### config.mk
export PLATFORM = sky130hd
export DESIGN_NAME = gelato_fetch_scheduler_flat
export DESIGN_NICKNAME = d
export VERILOG_FILES = /design/src/rtl/gelato_fetch_scheduler_pkg.sv /design/src/rtl/gelato_fetch_scheduler_if.sv /design/src/rtl/gelato_fetch_scheduler_rr_arbiter.sv /design/src/rtl/gelato_fetch_scheduler.sv /design/src/flat_wrapper.sv
export SDC_FILE = /design/constraint.sdc
export NUM_CORES = 1
export LEC_CHECK = 0
export ABC_CLOCK_PERIOD_IN_PS = 3600
export CAP_MARGIN = 15
export CELL_PAD_IN_SITES_DETAIL_PLACEMENT = 0
export CELL_PAD_IN_SITES_GLOBAL_PLACEMENT = 1
export CORE_MARGIN = 1
export CORE_UTILIZATION = 24
export CTS_CLUSTER_DIAMETER = 40
export CTS_CLUSTER_SIZE = 14
export DETAILED_ROUTE_END_ITERATION = 7
export MAX_ROUTING_LAYER = met4
export PLACE_DENSITY = 0.91
export SYNTH_ARGS = -nofsm -noshare
export SYNTH_HDL_FRONTEND = slang
export SYNTH_HIERARCHICAL = 1
export SYNTH_SLANG_ARGS = --single-unit
### constraint.sdc
create_clock -name clk -period 3.6 [get_ports clk]
set_input_delay 0.72 -clock clk [delete_from_list [all_inputs] [get_ports clk]]
set_output_delay 0.72 -clock clk [all_outputs]
set_load 0.02 [all_outputs]
### src/rtl/gelato_fetch_scheduler_pkg.sv
// Shared types for the gelato instruction-fetch scheduler.
// WARP_NUM is a compile-time macro (default 4); define it on the command
// line to change the warp count.
`ifndef WARP_NUM
`define WARP_NUM 4
`endif

package gelato_types;

    localparam int NUM_WARPS         = `WARP_NUM;
    localparam int WARP_W            = (NUM_WARPS > 1) ? $clog2(NUM_WARPS) : 1;
    localparam int SPLIT_TABLE_NUM_W = 4;

    typedef logic [31:0]                  addr_t;
    typedef logic [31:0]                  inst_t;
    typedef logic [SPLIT_TABLE_NUM_W-1:0] split_table_num_t;
    typedef logic [WARP_W-1:0]            warp_num_t;

    typedef enum logic [1:0] {
        IDLE,
        REQ,
        WAIT,
        OUT
    } fetch_state_e;

    // (base + off) mod NUM_WARPS, valid for off in [0, NUM_WARPS)
    function automatic warp_num_t wrap_idx(input warp_num_t base, input int off);
        int sum;
        sum = int'(base) + off;
        if (sum >= NUM_WARPS) begin
            sum = sum - NUM_WARPS;
        end
        return warp_num_t'(sum);
    endfunction

endpackage

### src/rtl/gelato_fetch_scheduler_if.sv
// I-cache request/response, decode handshake and PC-table acknowledge bundle.
// master = fetch scheduler, slave = I-cache / decode / PC-table side.
interface gelato_fetch_scheduler_if;
    import gelato_types::*;

    logic             icache_req_valid;
    logic             icache_req_ready;
    addr_t            icache_req_addr;
    logic             icache_rsp_valid;
    inst_t            icache_rsp_inst;
    logic             inst_valid;
    logic             inst_ready;
    inst_t            inst;
    addr_t            inst_pc;
    warp_num_t        inst_warp;
    split_table_num_t inst_split_table_num;
    logic             pctable_ack;
    warp_num_t        pctable_ack_warp;

    modport master (
        output icache_req_valid, icache_req_addr,
        input  icache_req_ready,
        input  icache_rsp_valid, icache_rsp_inst,
        output inst_valid, inst, inst_pc, inst_warp, inst_split_table_num,
        input  inst_ready,
        output pctable_ack, pctable_ack_warp
    );

    modport slave (
        input  icache_req_valid, icache_req_addr,
        output icache_req_ready,
        output icache_rsp_valid, icache_rsp_inst,
        input  inst_valid, inst, inst_pc, inst_warp, inst_split_table_num,
        output inst_ready,
        input  pctable_ack, pctable_ack_warp
    );

endinterface

### src/rtl/gelato_fetch_scheduler_rr_arbiter.sv
// Combinational round-robin arbiter: grants the first requesting warp found
// scanning upward from rr_ptr with wrap-around.
module gelato_rr_arbiter
    import gelato_types::*;
(
    input  logic [NUM_WARPS-1:0] req,
    input  warp_num_t            rr_ptr,
    output logic                 grant_valid,
    output warp_num_t            grant_idx
);

    // Scan offsets from farthest to nearest so the nearest requester wins
    always_comb begin
        grant_valid = 1'b0;
        grant_idx   = '0;
        for (int k = NUM_WARPS - 1; k >= 0; k--) begin
            if (req[wrap_idx(rr_ptr, k)]) begin
                grant_valid = 1'b1;
                grant_idx   = wrap_idx(rr_ptr, k);
            end
        end
    end

endmodule

### src/rtl/gelato_fetch_scheduler.sv
// Instruction-fetch scheduler: round-robin picks a ready warp, issues one
// outstanding I-cache request, forwards the instruction to decode and acks
// the PC table on acceptance.
// Optional feature: GELATO_FETCH_PERF_EN builds the fetch/stall counters;
// without it the perf ports are tied to zero.
module gelato_fetch_scheduler
    import gelato_types::*;
(
    input  logic                     clk,
    input  logic                     rst,
    input  logic [NUM_WARPS-1:0]     valid,
    input  addr_t                    pc              [NUM_WARPS],
    input  split_table_num_t         split_table_num [NUM_WARPS],
    input  logic [NUM_WARPS-1:0]     flush,
    gelato_fetch_scheduler_if.master bus,
    output logic [31:0]              perf_fetch_cnt,
    output logic [31:0]              perf_stall_cnt
);

    fetch_state_e         state_q;
    warp_num_t            rr_ptr_q;
    warp_num_t            warp_q;
    addr_t                pc_q;
    split_table_num_t     split_q;
    inst_t                inst_q;
    logic                 kill_q;

    logic [NUM_WARPS-1:0] cand;
    logic                 grant_valid;
    warp_num_t            grant_idx;
    logic                 flush_cur;
    logic                 out_live;

    // A warp is a fetch candidate only when its PC is valid and not redirecting
    for (genvar gi = 0; gi < NUM_WARPS; gi++) begin : g_cand
        assign cand[gi] = valid[gi] && !flush[gi];
    end

    gelato_rr_arbiter u_arb (
        .req         (cand),
        .rr_ptr      (rr_ptr_q),
        .grant_valid (grant_valid),
        .grant_idx   (grant_idx)
    );

    assign flush_cur = flush[warp_q];
    // A flush of the latched warp suppresses the presented instruction at once
    assign out_live  = (state_q == OUT) && !flush_cur;

    assign bus.icache_req_valid     = (state_q == REQ);
    assign bus.icache_req_addr      = pc_q;
    assign bus.inst_valid           = out_live;
    assign bus.inst                 = inst_q;
    assign bus.inst_pc              = pc_q;
    assign bus.inst_warp            = warp_q;
    assign bus.inst_split_table_num = split_q;
    assign bus.pctable_ack          = out_live && bus.inst_ready;
    assign bus.pctable_ack_warp     = warp_q;

    // Fetch FSM: grant, request, wait for response, present to decode
    always_ff @(posedge clk) begin
        if (rst) begin
            state_q  <= IDLE;
            rr_ptr_q <= '0;
            warp_q   <= '0;
            pc_q     <= '0;
            split_q  <= '0;
            inst_q   <= '0;
            kill_q   <= 1'b0;
        end else begin
            case (state_q)
                IDLE: begin
                    if (grant_valid) begin
                        warp_q  <= grant_idx;
                        pc_q    <= pc[grant_idx];
                        split_q <= split_table_num[grant_idx];
                        kill_q  <= 1'b0;
                        state_q <= REQ;
                    end
                end
                REQ: begin
                    // Request stays raised even when killed; only the response is dropped
                    if (flush_cur) begin
                        kill_q <= 1'b1;
                    end
                    if (bus.icache_req_ready) begin
                        state_q <= WAIT;
                    end
                end
                WAIT: begin
                    if (bus.icache_rsp_valid) begin
                        if (kill_q || flush_cur) begin
                            state_q <= IDLE;
                        end else begin
                            inst_q  <= bus.icache_rsp_inst;
                            state_q <= OUT;
                        end
                    end else if (flush_cur) begin
                        kill_q <= 1'b1;
                    end
                end
                OUT: begin
                    // Killed fetches leave rr_ptr alone so the warp is retried first
                    if (flush_cur) begin
                        state_q <= IDLE;
                    end else if (bus.inst_ready) begin
                        rr_ptr_q <= wrap_idx(warp_q, 1);
                        state_q  <= IDLE;
                    end
                end
                default: state_q <= IDLE;
            endcase
        end
    end

`ifdef GELATO_FETCH_PERF_EN
    logic [31:0] fetch_cnt_q;
    logic [31:0] stall_cnt_q;

    // Free-running wrap-around counters of completed fetches and stall cycles
    always_ff @(posedge clk) begin
        if (rst) begin
            fetch_cnt_q <= '0;
            stall_cnt_q <= '0;
        end else begin
            if (bus.pctable_ack) begin
                fetch_cnt_q <= fetch_cnt_q + 32'd1;
            end
            if ((bus.icache_req_valid && !bus.icache_req_ready) ||
                ((state_q == WAIT) && !bus.icache_rsp_valid)) begin
                stall_cnt_q <= stall_cnt_q + 32'd1;
            end
        end
    end

    assign perf_fetch_cnt = fetch_cnt_q;
    assign perf_stall_cnt = stall_cnt_q;
`else
    assign perf_fetch_cnt = '0;
    assign perf_stall_cnt = '0;
`endif

endmodule
### src/flat_wrapper.sv
// flat-port wrapper written by rule: the top's interface ports become plain ports
module gelato_fetch_scheduler_flat import gelato_types::*;
  (clk, rst, valid, pc, split_table_num, flush, perf_fetch_cnt, perf_stall_cnt, bus_icache_req_valid, bus_icache_req_addr, bus_icache_req_ready, bus_icache_rsp_valid, bus_icache_rsp_inst, bus_inst_valid, bus_inst, bus_inst_pc, bus_inst_warp, bus_inst_split_table_num, bus_inst_ready, bus_pctable_ack, bus_pctable_ack_warp);
  gelato_fetch_scheduler_if bus_i ();
  input  logic clk;
  input  logic rst;
  input  logic [NUM_WARPS-1:0] valid;
  input  addr_t pc[NUM_WARPS];
  input  split_table_num_t split_table_num[NUM_WARPS];
  input  logic [NUM_WARPS-1:0] flush;
  output logic [31:0] perf_fetch_cnt;
  output logic [31:0] perf_stall_cnt;
  output wire logic [$bits(bus_i.icache_req_valid)-1:0] bus_icache_req_valid;
  output wire logic [$bits(bus_i.icache_req_addr)-1:0] bus_icache_req_addr;
  input wire logic [$bits(bus_i.icache_req_ready)-1:0] bus_icache_req_ready;
  input wire logic [$bits(bus_i.icache_rsp_valid)-1:0] bus_icache_rsp_valid;
  input wire logic [$bits(bus_i.icache_rsp_inst)-1:0] bus_icache_rsp_inst;
  output wire logic [$bits(bus_i.inst_valid)-1:0] bus_inst_valid;
  output wire logic [$bits(bus_i.inst)-1:0] bus_inst;
  output wire logic [$bits(bus_i.inst_pc)-1:0] bus_inst_pc;
  output wire logic [$bits(bus_i.inst_warp)-1:0] bus_inst_warp;
  output wire logic [$bits(bus_i.inst_split_table_num)-1:0] bus_inst_split_table_num;
  input wire logic [$bits(bus_i.inst_ready)-1:0] bus_inst_ready;
  output wire logic [$bits(bus_i.pctable_ack)-1:0] bus_pctable_ack;
  output wire logic [$bits(bus_i.pctable_ack_warp)-1:0] bus_pctable_ack_warp;
  assign bus_icache_req_valid = bus_i.icache_req_valid;
  assign bus_icache_req_addr = bus_i.icache_req_addr;
  assign bus_i.icache_req_ready = bus_icache_req_ready;
  assign bus_i.icache_rsp_valid = bus_icache_rsp_valid;
  assign bus_i.icache_rsp_inst = bus_icache_rsp_inst;
  assign bus_inst_valid = bus_i.inst_valid;
  assign bus_inst = bus_i.inst;
  assign bus_inst_pc = bus_i.inst_pc;
  assign bus_inst_warp = bus_i.inst_warp;
  assign bus_inst_split_table_num = bus_i.inst_split_table_num;
  assign bus_i.inst_ready = bus_inst_ready;
  assign bus_pctable_ack = bus_i.pctable_ack;
  assign bus_pctable_ack_warp = bus_i.pctable_ack_warp;
  gelato_fetch_scheduler u_core (.clk(clk), .rst(rst), .valid(valid), .pc(pc), .split_table_num(split_table_num), .flush(flush), .bus(bus_i), .perf_fetch_cnt(perf_fetch_cnt), .perf_stall_cnt(perf_stall_cnt));
endmodule
# Word-level counts from Yosys, hierarchy flattened

Index checks and enable logic that the tools add are counted.

Reduce and logical (&&, ||, !) cells: 19
$add $sub $neg: 9
Eq/ne operators: 8
$lt $le $gt $ge: 11
Bitwise logic cells: 3
Muxes and demuxes: 40

Operators by type and width:

| kind                  | count |
|---|---|
| $bmux W32 S2          | 1 |
| $mux W32              | 2 |
| $mux W2               | 15 |
| $ge A3 B3 Y1 const B  | 5 |
| $lt A2 B3 Y1 const B  | 5 |
| $mux W1               | 12 |
| $bmux W1 S2           | 5 |
| $sub A2 B1 Y2 const B | 5 |
| $reduce_and A3 Y1     | 3 |
| $bmux W4 S2           | 1 |
| $mux W4               | 2 |
| $pmux W2 S4           | 1 |
| $add A2 B1 Y3 const B | 2 |
| $add A2 B2 Y3 const B | 2 |
| $logic_and A1 B1 Y1   | 6 |
| $logic_not A1 Y1      | 5 |
| $eq A2 B2 Y1 const B  | 2 |
| $ne A2 B1 Y1 const B  | 2 |
| $ne A2 B2 Y1 const B  | 2 |
| $reduce_and A4 Y1     | 1 |
| $ge A2 B3 Y1 const B  | 1 |
| $ne A3 B2 Y1 const B  | 1 |
| $not A2 Y3            | 1 |
| $pmux W1 S3           | 1 |
| 6 further kinds       | 7 |

Output and inout port bits: 171
Bits of input ports: 189
Register bits after elaboration: 75
Word-level logic and storage cells: 97

# Longest topological paths before layout

Depth in word-level cells: 13
Gate-level depth with buffers: 9
Depth with buffers taken out: 7

# Cells and area by module

The synthesis kept the hierarchy.

By module, submodules not included:

| module                 | seq. area each (µm²) | area each (µm²) | instances | cells an instance |
|---|---|---|---|---|
| gelato_fetch_scheduler | 1501.4               | 4390.5          | 1         | 496 |
| gelato_rr_arbiter      | 0.0                  | 77.6            | 1         | 13 |

# Worst setup path before layout

Ideal clock, no wire load.

Path kind: input port to flip-flop
Start: in valid[3]
End: reg u_core.pc_q[10] (netlist: u_core/bus.icache_req_addr[10])
Required time: 3.468 ns
Cell stages on the path: 8
Arrival: 2.466 ns
Path buffers: 2
Setup slack: 1.002 ns
Library setup time: 0.132 ns
Path through: nor2b_1 -> mux2i_1 -> a211oi_2 -> buf_2 -> buf_2 -> mux4_2 -> nand2_1 -> a21oi_1

Longest elaborated chain between the ends: 11
Elaborated cells between the ends (all ways): 22
Classes of those cells: mux: 19; bitwise: 1; reduce/logical: 2

Ends and longest elaborated chain:

| item                                             | RTL line                                | RTL |
|---|---|---|
| start: declaration                               | flat_wrapper.sv:7                       | `input logic [NUM_WARPS-1:0] valid;` |
| $logic_and A1 B1 Y1 (*)                          | gelato_fetch_scheduler.sv:36            | `assign cand[gi] = valid[gi] && !flush[gi];` |
| $bmux W1 S2                                      | gelato_fetch_scheduler_rr_arbiter.sv:17 | `if (req[wrap_idx(rr_ptr, k)]) begin` |
| $mux W1 (not written as such)                    | gelato_fetch_scheduler_rr_arbiter.sv:17 |  |
| $mux W2 (3 in series)                            | gelato_fetch_scheduler_rr_arbiter.sv:17 |  |
| $mux W2 (*)                                      | gelato_fetch_scheduler_rr_arbiter.sv:17 |  |
| via u_core.grant_idx[0]                          | gelato_fetch_scheduler.sv:30            | `warp_num_t grant_idx;` |
| $not A2 Y3 (not written as such) (*)             | gelato_fetch_scheduler.sv:75            | `pc_q <= pc[grant_idx];` |
| $bmux W32 S2 (*)                                 | gelato_fetch_scheduler.sv:75            |  |
| $mux W32 (not written as such) (*) (2 in series) | gelato_fetch_scheduler.sv:75            |  |
| end signal: assignment                           | gelato_fetch_scheduler.sv:75            |  |
| end: declaration                                 | gelato_fetch_scheduler.sv:23            | `addr_t pc_q;` |

Mark *: on every way through the listed nets, which the timed path passes. The rest lies on a longest branch. The select of a mux whose other input is x is not followed.
A chain may end at the register's enable or synchronous reset.

# Worst setup path in the final report

Start: in flush[0]
End: out bus_pctable_ack

Longest elaborated chain between the ends: 5

Ends and longest elaborated chain:

| item                          | RTL line                     | RTL |
|---|---|---|
| start: declaration            | flat_wrapper.sv:10           | `input logic [NUM_WARPS-1:0] flush;` |
| $bmux W1 S2                   | gelato_fetch_scheduler.sv:46 | `assign flush_cur = flush[warp_q];` |
| $mux W1 (not written as such) | gelato_fetch_scheduler.sv:46 |  |
| $logic_not A1 Y1              | gelato_fetch_scheduler.sv:48 | `assign out_live = (state_q == OUT) && !flush_cur;` |
| $logic_and A1 B1 Y1           | gelato_fetch_scheduler.sv:48 |  |
| $logic_and A1 B1 Y1           | gelato_fetch_scheduler.sv:57 | `assign bus.pctable_ack = out_live && bus.inst_ready;` |
| end: declaration              | flat_wrapper.sv:24           | `output wire logic [$bits(bus_i.pctable_ack)-1:0] bus_pctable_ack;` |

No other way between the ends. The select of a mux whose other input is x is not followed.

==> results by group <==
Run status
  • Status: complete, but fails checks
  • Violated checks: DRC

Setup path
  • Max stage delay on crit path: ~0.64 ns
  • Type of the worst setup path: in -> out
  • Worst r2r src: u_core/rr_ptr_q[1]$_SDFFE_PP0P_
  • R2R Setup Slk: approximately 1.5 ns
  • Crit. Startpoint: flush[0]
  • R2r worst-path depth: 7
  • CP endpoint kind: output port
  • Critical Path RT: around 2.9 ns
  • Most used cell, CP: clkdlybuf4s50_1
  • Slowest stage cell, crit path: clkdlybuf4s50_1
  • Crit path cell chain: clkdlybuf4s50_1, mux4_2, and3b_1, clkdlybuf4s50_1
  • Critical path fanouts, max: 4
  • CP arrival: between 2 and 3 ns
  • Worst Setup Start Kind: input pin
  • Reg2reg end: u_core/bus.icache_req_addr[13]$_SDFFE_PP0P_

Final layout
  • Register area: approximately 0.0015 mm2
  • Layout fillers: around 1800
  • Antenna diodes: 0
  • Finished Layout Cells: roughly 1000
  • Layout cell share with drive strength beyond 1: 8.804%
  • Area grow syn2layout: 67.66%
  • Nets: 950
  • Multi-input gate area: 0.002320 mm2

Synth
  • Register area share after synthesis: approximately a third
  • Yosys cell types: 32
  • Syn avg cell area: slightly below 9 um2
  • Flops & latches, synth: 75
  • Ys async rst share: 0%
  • Dominant cell type by area after synthesis: dfxtp_1
  • Top FF cell, synth: dfxtp_1
  • Yosys top cell area share: roughly a third
  • Netlist Area Pre-Place: roughly 0.0045 mm2
  • Ys Warns: 6
  • Cells after Synth: roughly 510
  • Post-synth EDFFs: 0
  • Top post-synthesis cells by area: dfxtp_1 34%, mux4_2 19%, buf_4 16%

Route
  • Vias: around 4200
  • Final WL: between 10 and 15 mm
  • Vias/cell: about 4.3
  • Post-route ant nets: 0
  • DRC viols: 41
  • DR WL/cell: 14.46 um
  • Drt pass-1 iters: 7
  • DR iter-0 viols: 170

Timing
  • Setup TNS: 0 ns
  • Final setup viols: 0
  • Slew Limit Fails: 0
  • Tmin final: 3.342 ns
  • Skew final: approximately 0.011 ns
  • Final hold vios: 0
  • Worst-Margin Slew: 0.8327 ns
  • Period utilization: 92.83%
  • Fmax achieved: 299.2 MHz
  • Max transition margin: between 40% and 50%
  • RSZ-0062 raised after global routing: no

Worst hold path
  • Worst Hold Path Cells: 2
  • Hold endpoint: u_core/bus.inst[29]$_SDFFE_PP0P_
  • Worst hold-check path type: reg -> reg
  • Hold_sp: u_core/bus.inst[29]$_SDFFE_PP0P_

Floorplanning
  • Die ar.: 0.01917 mm2
  • Core area: approximately 0.018 mm2
  • Initial Utilization: between 20 and 25%
  • I/O pin total: between 300 and 400
  • Die H: 138.4 um
  • Die Span X: between 100 and 150 um
  • FP Rows: 49

Global routing
  • Congestion Overflow GR: 0
  • First-pass GRT wire length: roughly 22 mm
  • GRT Resource Usage Total: 15.23%
  • Vias in the first global route: between 4000 and 5000
  • Largest net degree at the start of global routing: 66
  • Initial antenna violation count: 0

Placement
  • PortBufs: about 300
  • DP HPWL: ~11 mm
  • Placed Cells: between 900 and 1000
  • Routability Congestion: a little over 0.8

Clock tree
  • Hold_buf cts: 0
  • Setup repair bufs after CTS: 0
  • Worst-path clk slew: about 0.06 ns
  • H-tree level count: 3
  • TritonCTS Buffers: 9
  • Clock root buffer master: clkbuf_16
  • TritonCTS Sinks: 75
  • Post-CTS resize count: 0
  • Maximum clock insertion buffer count: 2
  • Later-pin clock latency in the skew report: about 0.34 ns
  • CTS tree: built

Pwr
  • Max VDD drop: 285.4 uV
  • Leakage: 2.707 nW
  • Cell Pwr Density: ~490 mW/mm2

Flow run
  • Total of max-cap violations: 0
==> layout by cell type (no fill, tap or decap), types with 2 or more instances in the layout <==
cell	instances
conb_1	64
nor2b_1	5
bufinv_16	2
buf_12	3
a21oi_1	75
mux4_2	37
dfxtp_1	75
inv_1	5
nor2_1	5
clkinv_4	2
clkbuf_16	9
nand2_1	142
nand2b_1	7
a211oi_1	2
ha_1	5
buf_4	5
clkdlybuf4s50_1	294
nor3_1	2
mux2i_1	2
==> flip-flops by register name, indices dropped and copies added, names as in the netlist <==
| register | count |
|---|---|
| u_core/rr_ptr_q | 2 |
| u_core/state_q | 2 |
| u_core/bus.inst_split_table_num | 4 |
| u_core/bus.inst | 32 |
| u_core/kill_q | 1 |
| u_core/bus.inst_warp | 2 |
| u_core/bus.icache_req_addr | 32 |
==> through the flow <==
step | power, mW | utilization (%) | area (um2) | setup slack (ns) | hold WS, ns
6_report | 3.684 | 41.42 | 7491 | 0.2580 | 0.4512
3_3_place_gp | 2.727 | 39.65 | 7172 | 0.2476 | 0.4414
2_1_floorplan | 2.106 | - | 4705 | 1.002 | 0.4869
3_5_place_dp | 2.743 | 39.65 | 7172 | 0.2250 | 0.4457
4_1_cts | 3.741 | 41.42 | 7491 | 0.2204 | 0.4544
5_1_grt | 3.885 | 41.42 | 7491 | 0.1795 | 0.4706
==> per-layer routing <==
metal,vias to the layer above,wire length [um],track usage (%)
li1,2043,-,-
met1,1983,5578,16.72
met2,195,7369,27.01
met3,12,1206,4.122
met4,0,161,4.021
met5,-,0,-
==> power by group <==
part           switching (mW)  internal [mW]
clock                   0.367          0.609
combinational           0.853          0.774
sequential              0.114          0.968
==> critical path: cells and delay by family <==
kind | cells | cell delay (ns)
muxes | 1 | 0.49
and+or+nand+nor | 1 | 0.31
buffers and inverters | 2 | 1.10
==> cell type report <==
type / instances / share of cell area, %
Sequential cell: 75 / 20.04
Clock inverter: 6 / 1.203
Inverter: 5 / 0.2505
Multi-Input combinational cell: 362 / 30.97
Timing Repair Buffer: 303 / 40.65
Clock buffer: 10 / 3.057
Tap cell: 229 / 3.825
==> logic make-up after synthesis <==
| group | Yosys count | synth area share, % |
|---|---|---|
| muxes | 39 | 19.10 |
| AOI/OAI and AO/OA | 81 | 9.465 |
| other | 1 | 0.08393 |
| buffers and inverters | 135 | 20.33 |
| xor gates and xnor gates | 1 | 0.1961 |
| DFF | 75 | 33.60 |
| adders and majority gates | 5 | 1.400 |
| and+or+nand+nor | 172 | 15.82 |
==> worst max path at each step <==
| stage | to | slack [ns] |
|---|---|---|
| 6_report | bus_pctable_ack | 0.26 |
| 5_1_grt | bus_pctable_ack | 0.18 |
| 4_1_cts | bus_pctable_ack | 0.22 |
| 3_5_place_dp | bus_pctable_ack | 0.22 |
| 3_3_place_gp | bus_pctable_ack | 0.25 |
| 2_1_floorplan | u_core/bus.icache_req_addr[10]$_SDFFE_PP0P_ | 1.00 |
==> synth_stat cells (all sizes together), types with 2 or more instances <==
master    n
a21oi    75
mux2i     2
nand2b    7
clkbuf   18
ha        5
dfxtp    75
buf     112
a211oi    3
nor2      6
nor2b     5
nand2   143
inv       5
mux4     37
nor3      3
Note: power is estimated with default switching activity, not from simulation.
